**src/rtl/axi_bank_delay.sv**
```systemverilog
// axi_bank_delay: DRAM bank/page latency emulator for one AXI valid/ready pair.
// A request seen in IDLE is classified against a per-bank open-page table
// (hit / empty / conflict). The channel is then held closed for the delay of
// that class before being passed through until one handshake completes.
module axi_bank_delay #(
  parameter int ADDR_WIDTH        = 16,
  parameter int PAGE_OFFSET_WIDTH = 6,
  parameter int BANK_BITS         = 2,
  parameter int HIT_DELAY         = 2,
  parameter int EMPTY_DELAY       = 4,
  parameter int CONFLICT_DELAY    = 8,
  parameter int REFRESH_PERIOD    = 64,
  parameter int STAT_WIDTH        = 16
) (
  input  logic                  clk,
  input  logic                  rst,
  input  logic                  in_valid,
  input  logic                  in_ready,
  input  logic [ADDR_WIDTH-1:0] in_addr,
  output logic                  out_valid,
  output logic                  out_ready,
  output logic [1:0]            out_class,
  output logic                  busy,
  output logic [STAT_WIDTH-1:0] hit_count,
  output logic [STAT_WIDTH-1:0] miss_count
);

  localparam int NUM_BANKS = 1 << BANK_BITS;
  localparam int TAG_WIDTH = ADDR_WIDTH - PAGE_OFFSET_WIDTH - BANK_BITS;
  localparam int MAX_HE    = (HIT_DELAY > EMPTY_DELAY) ? HIT_DELAY : EMPTY_DELAY;
  localparam int MAX_DELAY = (MAX_HE > CONFLICT_DELAY) ? MAX_HE : CONFLICT_DELAY;
  localparam int CNT_WIDTH = (MAX_DELAY > 1) ? $clog2(MAX_DELAY) : 1;
  localparam int REF_WIDTH = (REFRESH_PERIOD > 1) ? $clog2(REFRESH_PERIOD) : 1;

  // Countdown load values are delay-1 so that exactly D cycles are spent counting.
  localparam logic [CNT_WIDTH-1:0] HIT_LOAD      = CNT_WIDTH'(HIT_DELAY - 1);
  localparam logic [CNT_WIDTH-1:0] EMPTY_LOAD    = CNT_WIDTH'(EMPTY_DELAY - 1);
  localparam logic [CNT_WIDTH-1:0] CONFLICT_LOAD = CNT_WIDTH'(CONFLICT_DELAY - 1);
  localparam logic [REF_WIDTH-1:0] REF_LAST      =
      (REFRESH_PERIOD > 0) ? REF_WIDTH'(REFRESH_PERIOD - 1) : '0;

  localparam logic [1:0] S_IDLE      = 2'd0;
  localparam logic [1:0] S_COUNTDOWN = 2'd1;
  localparam logic [1:0] S_ACTIVE    = 2'd2;

  localparam logic [1:0] C_HIT      = 2'd0;
  localparam logic [1:0] C_EMPTY    = 2'd1;
  localparam logic [1:0] C_CONFLICT = 2'd2;

  logic [1:0]            r_state;
  logic [CNT_WIDTH-1:0]  r_count;
  logic [1:0]            r_class;
  logic [NUM_BANKS-1:0]  r_open;
  logic [TAG_WIDTH-1:0]  r_tag [NUM_BANKS];
  logic [REF_WIDTH-1:0]  r_ref_cnt;
  logic [STAT_WIDTH-1:0] r_hit_cnt;
  logic [STAT_WIDTH-1:0] r_miss_cnt;

  logic [BANK_BITS-1:0]  w_bank;
  logic [TAG_WIDTH-1:0]  w_tag;
  logic                  w_bank_open;
  logic                  w_tag_match;
  logic                  w_is_hit;
  logic                  w_start;
  logic                  w_refresh;
  logic [1:0]            w_class;
  logic [CNT_WIDTH-1:0]  w_load;
  logic                  w_unused_offset;

  assign w_bank      = in_addr[PAGE_OFFSET_WIDTH +: BANK_BITS];
  assign w_tag       = in_addr[ADDR_WIDTH-1 -: TAG_WIDTH];
  assign w_bank_open = r_open[w_bank];
  assign w_tag_match = (r_tag[w_bank] == w_tag);
  assign w_is_hit    = w_bank_open && w_tag_match;
  assign w_start     = (r_state == S_IDLE) && in_valid;
  assign w_refresh   = (REFRESH_PERIOD != 0) && (r_ref_cnt == REF_LAST);

  // Byte offset within a page has no effect on latency.
  assign w_unused_offset = ^in_addr[PAGE_OFFSET_WIDTH-1:0];

  // Gating is combinational on the state register so reset closes the channel at once.
  assign out_valid  = (r_state == S_ACTIVE) && in_valid;
  assign out_ready  = (r_state == S_ACTIVE) && in_ready;
  assign busy       = (r_state != S_IDLE);
  assign out_class  = r_class;
  assign hit_count  = r_hit_cnt;
  assign miss_count = r_miss_cnt;

  // Classify the presented request against the open-page table.
  always_comb begin
    w_class = C_EMPTY;
    w_load  = EMPTY_LOAD;
    if (w_bank_open) begin
      if (w_tag_match) begin
        w_class = C_HIT;
        w_load  = HIT_LOAD;
      end else begin
        w_class = C_CONFLICT;
        w_load  = CONFLICT_LOAD;
      end
    end
  end

  // Main sequencer: IDLE -> COUNTDOWN (D cycles) -> ACTIVE (until one handshake).
  always_ff @(posedge clk or posedge rst) begin
    if (rst) begin
      r_state <= S_IDLE;
      r_count <= '0;
      r_class <= C_HIT;
    end else begin
      case (r_state)
        S_IDLE: begin
          if (in_valid) begin
            r_state <= S_COUNTDOWN;
            r_count <= w_load;
            r_class <= w_class;
          end
        end
        S_COUNTDOWN: begin
          if (r_count == '0) begin
            r_state <= S_ACTIVE;
          end else begin
            r_count <= r_count - 1'b1;
          end
        end
        S_ACTIVE: begin
          if (in_valid && in_ready) begin
            r_state <= S_IDLE;
          end
        end
        default: r_state <= S_IDLE;
      endcase
    end
  end

  // Open-page table: a new open on the refresh edge survives, every other bank closes.
  always_ff @(posedge clk or posedge rst) begin
    if (rst) begin
      r_open <= '0;
      for (int i = 0; i < NUM_BANKS; i++) begin
        r_tag[i] <= '0;
      end
    end else begin
      for (int i = 0; i < NUM_BANKS; i++) begin
        if (w_start && (w_bank == BANK_BITS'(i))) begin
          r_open[i] <= 1'b1;
          r_tag[i]  <= w_tag;
        end else if (w_refresh) begin
          r_open[i] <= 1'b0;
        end
      end
    end
  end

  // Free-running refresh interval counter, independent of the sequencer state.
  always_ff @(posedge clk or posedge rst) begin
    if (rst) begin
      r_ref_cnt <= '0;
    end else if (REFRESH_PERIOD == 0 || w_refresh) begin
      r_ref_cnt <= '0;
    end else begin
      r_ref_cnt <= r_ref_cnt + 1'b1;
    end
  end

  // Saturating hit / miss statistics, updated once per accepted request.
  always_ff @(posedge clk or posedge rst) begin
    if (rst) begin
      r_hit_cnt  <= '0;
      r_miss_cnt <= '0;
    end else if (w_start) begin
      if (w_is_hit) begin
        if (r_hit_cnt != '1) r_hit_cnt <= r_hit_cnt + 1'b1;
      end else begin
        if (r_miss_cnt != '1) r_miss_cnt <= r_miss_cnt + 1'b1;
      end
    end
  end

endmodule
```
**config.mk**
```make
export PLATFORM = sky130hd
export DESIGN_NAME = axi_bank_delay
export DESIGN_NICKNAME = d
export VERILOG_FILES = /design/src/rtl/axi_bank_delay.sv
export SDC_FILE = /design/constraint.sdc
export NUM_CORES = 1
export LEC_CHECK = 0
export CAP_MARGIN = 20
export CORE_ASPECT_RATIO = 0.75
export CORE_MARGIN = 2
export CORE_UTILIZATION = 49
export DETAILED_ROUTE_END_ITERATION = 16
export PLACE_DENSITY = 0.79
export SYNTH_ARGS = -nofsm -noshare
export SYNTH_HDL_FRONTEND = slang
export SYNTH_SLANG_ARGS = --single-unit
```
**constraint.sdc**
```tcl
create_clock -name clk -period 2.5 [get_ports clk]
set_clock_uncertainty 0.2 [all_clocks]
set_input_delay 0.375 -clock clk [delete_from_list [all_inputs] [get_ports clk]]
set_output_delay 0.375 -clock clk [all_outputs]
set_load 0.05 [all_outputs]
```
# After elaboration in Yosys (flattened, before gate mapping)
# Index checks and enable logic that the tools add are counted.
# op_classes
add_sub_neg	4
mul	0
div_mod_pow	0
order_cmp	2
n_eq_ne	13
shifts	0
mux	22
n_bitwise	2
reduce_logical	23
# ops
op	n
$add A16 B1 Y16 const B	2
$ne A16 B16 Y1 const B	2
$bmux W8 S2	1
$mux W8	2
$mux W3	4
$reduce_and A3 Y1	4
$reduce_bool A2 Y1	6
$mux W2	5
$logic_and A1 B1 Y1	9
$eq A8 B8 Y1	1
$add A6 B1 Y6 const B	1
$eq A2 B2 Y1 const B	3
$eq A6 B6 Y1 const B	1
$mux W1	6
$mux W6	1
$ne A2 B2 Y1 const B	3
$pmux W2 S3	1
$pmux W3 S2	1
$eq A2 B1 Y1 const B	2
$logic_not A2 Y1	2
$ge A3 B3 Y1 const B	1
$logic_not A3 Y1	1
$lt A2 B3 Y1 const B	1
$not A2 Y3	1
other kinds (5)	5
# word_totals
regBits	81
latchBits	0
mem_bits_rw	0
rom_bits	0
input_bits	20
output_inout_bits	37
wordCells	80
n_memories	0

# Logic depth before layout (Yosys ltp)
# logic_depth
ltp_word	9
mapped_depth	8
depth_no_buf	7

# Worst setup path after synthesis
# No wires, ideal clock.
# synth_path
path_type	in2reg
start	input in_addr[6]
end	register r_miss_cnt[1] (netlist: miss_count[1])
setup_ns	0.125
arrival_ns	2.156
required_time_ns	2.175
setup_slack_ns	0.019
stages	7
n_path_buf	1
cell_sequence	buf_6 > mux4_1 > xnor2_1 > nand4_2 > nor3b_4 > nor2_2 > mux2_4
# synth_between
elab_chain_len	8
word_cells_on_any_way	10
cone_classes	1 x eq/ne; 5 x mux; 2 x bitwise; 2 x reduce/logical
# synth_lines
item	line_no	rtl
from (decl)	19	input logic [ADDR_WIDTH-1:0] in_addr,
$not A2 Y3 (not written as such)	73	assign w_tag_match = (r_tag[w_bank] == w_tag);
$bmux W8 S2	73	
$mux W8 (not written as such) (2 in a row)	73	
$eq A8 B8 Y1	73	
$logic_and A1 B1 Y1 *	74	assign w_is_hit = w_bank_open && w_tag_match;
$not A1 Y1 (no source line) *	-	
$reduce_and A3 Y1 (no source line) *	-	
to (signal assigned)	175	if (r_miss_cnt != '1) r_miss_cnt <= r_miss_cnt + 1'b1;
to (decl)	57	logic [STAT_WIDTH-1:0] r_miss_cnt;
# Mark *: on every way between the ends. The rest lies on a longest branch, timed or not. The select of a mux whose other input is x is not followed.
# A chain may end at the register's enable or synchronous reset.

# Final worst setup path
# layout_path
start	input in_addr[6]
end	register r_count[1]
# layout_between
elab_chain_len	9
word_cells_on_any_way	11
cone_classes	1 x eq/ne; 9 x mux; 1 x bitwise
# layout_lines
item	line_no	rtl
$not A2 Y3 (not written as such)	73	
$bmux W8 S2	73	
$mux W8 (not written as such) (2 in a row)	73	
$eq A8 B8 Y1	73	
$mux W3	94	if (w_tag_match) begin
$mux W3 *	93	if (w_bank_open) begin
$mux W3 *	113	if (in_valid) begin
$pmux W3 S2 *	111	case (r_state)
to (signal assigned)	115	r_count <= w_load;
to (signal assigned)	123	r_count <= r_count - 1'b1;
to (decl)	51	logic [CNT_WIDTH-1:0] r_count;
# Marked as above.

==> impl_metrics.toml <==
[grt]
antenna_found_initial = 0
track_usage_pct = 19.89
grt_pass1_vias = 2683
grt_pass1_wl_um = 13210
grt_overflow = 0
grt_max_degree = 82

[clock_network]
htreeDepth = 3
cts_sinks = 81
clk_latency_ns = 0.36
clk_path_buf_depth = 2
clkTransAtPathRegs_ns = 0.09
tritoncts = "yes"
numCtsBuffers = 9
cts_root_buf = "clkbuf_8"

[synthesis]
synth_top_family_by_area = "multiplexers"
synth_enable_flop_cells = 0
yosys.area.top_type_share_pct = 52.68
synth_top_area_cell = "dfrtp_1"
ys_top_cells_by_area = "dfrtp_1, mux2_2, xnor2_1"
synthMuxAreaShare_pct = 16.94
synth_fp_nets = 329
synthDistinctLibCells = 41
syn_inst = 304
syn_area_per_cell_um2 = 12.66
synth_area_mm2 = 0.003847
yosys.area_share.adder_pct = 1.626
synth_xor_xnor_area_share_pct = 9.106
synth-compound-area-share_pct = 2.797
async_reset_ff_share_pct = 100.0
yosysSeqAreaShare_pct = 52.68
yosys.area_share.simple_pct = 14.89
synth-main-ff-cell = "dfrtp_1"
ys_ff_latch = 81
yosys_warnings = 0

[routing]
route.detailed.drc = 0
dr.pass1.iters = 4
postRouteAntennaNets = 0
vias_per_cell = 5.453
vias = 2683
drt_wl_total_um = 7968
drt_iter0_drc = 180
routedWlPerCell_um = 16.20

[place]
place_hpwl_um = 5362
placed_cell_area_mm2 = 0.004671
place_congestion = 0.7897
numPortBuffers = 50
dp.cells = 472

[worst_setup_path]
critPathCaptureType = "flip-flop"
cp_top_family = "buffers and inverters"
max_stage_delay_ns = 0.52
crit_chain = "buf_2, bufbuf_16, mux4_2, xnor2_2, nand4_1, buf_6, nor3b_4, buf_4, buf_4, mux2_2, mux2i_1"
critical_path_class = "in2reg"
crit_top_cell = "buf_4"
start_kind = "input port"
critPathBufInv = 5
cp_max_fo = 4
arrival_ns = 2.46
cp_slowest_cell = "mux4_2"
critPathRequiredTime_ns = 2.54

[power]
leakagePower_nw = 2.259
vdd_drop_max_mv = 0.5166
power.density_mw_per_mm2 = 896.6

[final_layout]
post-route-util_pct = 67.04
area_delta_synth_final_pct = 30.08
drive_gt1_share_pct = 28.13
fin_nets = 411
finalInstanceArea_mm2 = 0.005005
fin_cells = 492
antenna_cells = 0

[die]
initial_core_util_pct = 51.53
dieArea_mm2 = 0.008584
fp.dieW_um = 106.3
fp-row-count = 27
core_mm2 = 0.007466
ios = 57
die_y_um = 80.74

[timing]
worst_pin_slew_ns = 0.5194
fmax_ghz = 0.4136
tns_ns = 0
max-slew-margin-rel_pct = 65.26
drv_slew = 0
setup_viol_count_final = 0
hold_viol_final = 0
holdWs_ns = 0.2631
finalCritPeriodShare_pct = 96.72
period_minus_slack_ns = 2.418

[hold_path]
min_path_type = "in2async"

[outcome]
status = "complete, no violations"

[run]
max_cap_viol_count = 0
==> through the flow <==
stage / setup WS, ns / total power [mW]
finish: 0.08195 / 4.487
global route: -0.03222 / 4.723
detailed placement: -0.7310 / 3.333
CTS: 0.006691 / 4.467
global placement: -0.6269 / 3.260
floorplan: 0.01873 / 2.888
==> final timing paths <==
check | from | end | slack, ns | cells after the start
min in group clk | r_open[0] | r_open[0] | 0.28 | 1
worst min register to register | r_open[0] | r_open[0] | 0.28 | 1
worst max-delay path | in_addr[6] | r_count[1] | 0.08 | 11
worst max register to register | r_tag[2] | r_count[1] | 0.13 | 9
worst min-delay path | rst | hit_count[11] | 0.26 | 3
max in group asynchronous | rst | r_tag[31] | 1.49 | 3
==> routing by layer <==
layer / part of all wire [%] / vias to the layer above / global-route usage, %
li1: - / 1253 / -
met1: 47 / 1359 / 26.29
met2: 48 / 62 / 32.82
met3: 4.1 / 9 / 4.735
met4: 1.2 / 0 / 6.711
met5: 0 / - / 0
==> repair_timing <==
item,4_1_cts,5_1_grt
pin swaps,6,5
resized for setup,11,11
hold buffers,0,0
setup buffers,2,1
cloned,1,0
setup endpoints to repair,34,27
==> tightest hold or removal path: stages <==
cell and delay, ns:
clkdlybuf4s50_1 0.44, clkinvlp_4 0.10, buf_12 0.34
==> cells in the mapped netlist, drive strengths merged (2+ instances only) <==
| library cell | count |
|---|---|
| and3b | 2 |
| and2 | 3 |
| nor4 | 4 |
| nor2 | 15 |
| clkbuf | 4 |
| ha | 5 |
| o21ai | 3 |
| buf | 4 |
| xor2 | 15 |
| nor3 | 7 |
| mux4 | 9 |
| nand3 | 19 |
| inv | 6 |
| and3 | 7 |
| and4 | 4 |
| a21o | 3 |
| nand2 | 23 |
| xnor2 | 25 |
| nor3b | 5 |
| mux2 | 37 |
| a21oi | 3 |
| dfrtp | 81 |
| nand4 | 10 |
==> layout make-up <==
class	instances	area (um^2)
clock buffer	9	123.9
sequential	81	2027
multi-input combinational	209	1788
clock inverter	7	101.3
fill	563	2461
timing repair buffer	79	812.0
tap	101	126.4
inverter	6	26.28
==> registers in the layout (all words and copies together), names as in the netlist <==
| register | flops |
|---|---|
| r_count | 3 |
| miss_count | 16 |
| r_open | 4 |
| r_state | 2 |
| hit_count | 16 |
| r_ref_cnt | 6 |
| r_tag | 32 |
| out_class | 2 |
==> cells in the final DEF, fill, tap and decap left out, types with 9 or more instances in the layout <==
cell type / count
mux4_2: 9
dfrtp_1: 81
nand2_1: 23
nand3_1: 19
nor2_1: 13
mux2_2: 36
xor2_1: 15
clkbuf_8: 9
buf_4: 22
xnor2_1: 18
clkdlybuf4s50_1: 45
==> cell families (layout without fill, tap and decap cells) <==
family,count (synthesis),count (layout)
flops,81,81
simple gates,101,101
xor+xnor,40,40
mux,47,47
buf+inv,14,101
compound gates,16,16
fa+ha+maj,5,5
==> report_power, final <==
group          leakage, nW  total [mW]  switching, mW  internal [mW]
registers             1.01        1.93          0.251           1.68
clock network        0.106        1.07          0.495          0.570
logic                 1.14        1.49          0.713          0.780
(Power assumes the default switching activity.)
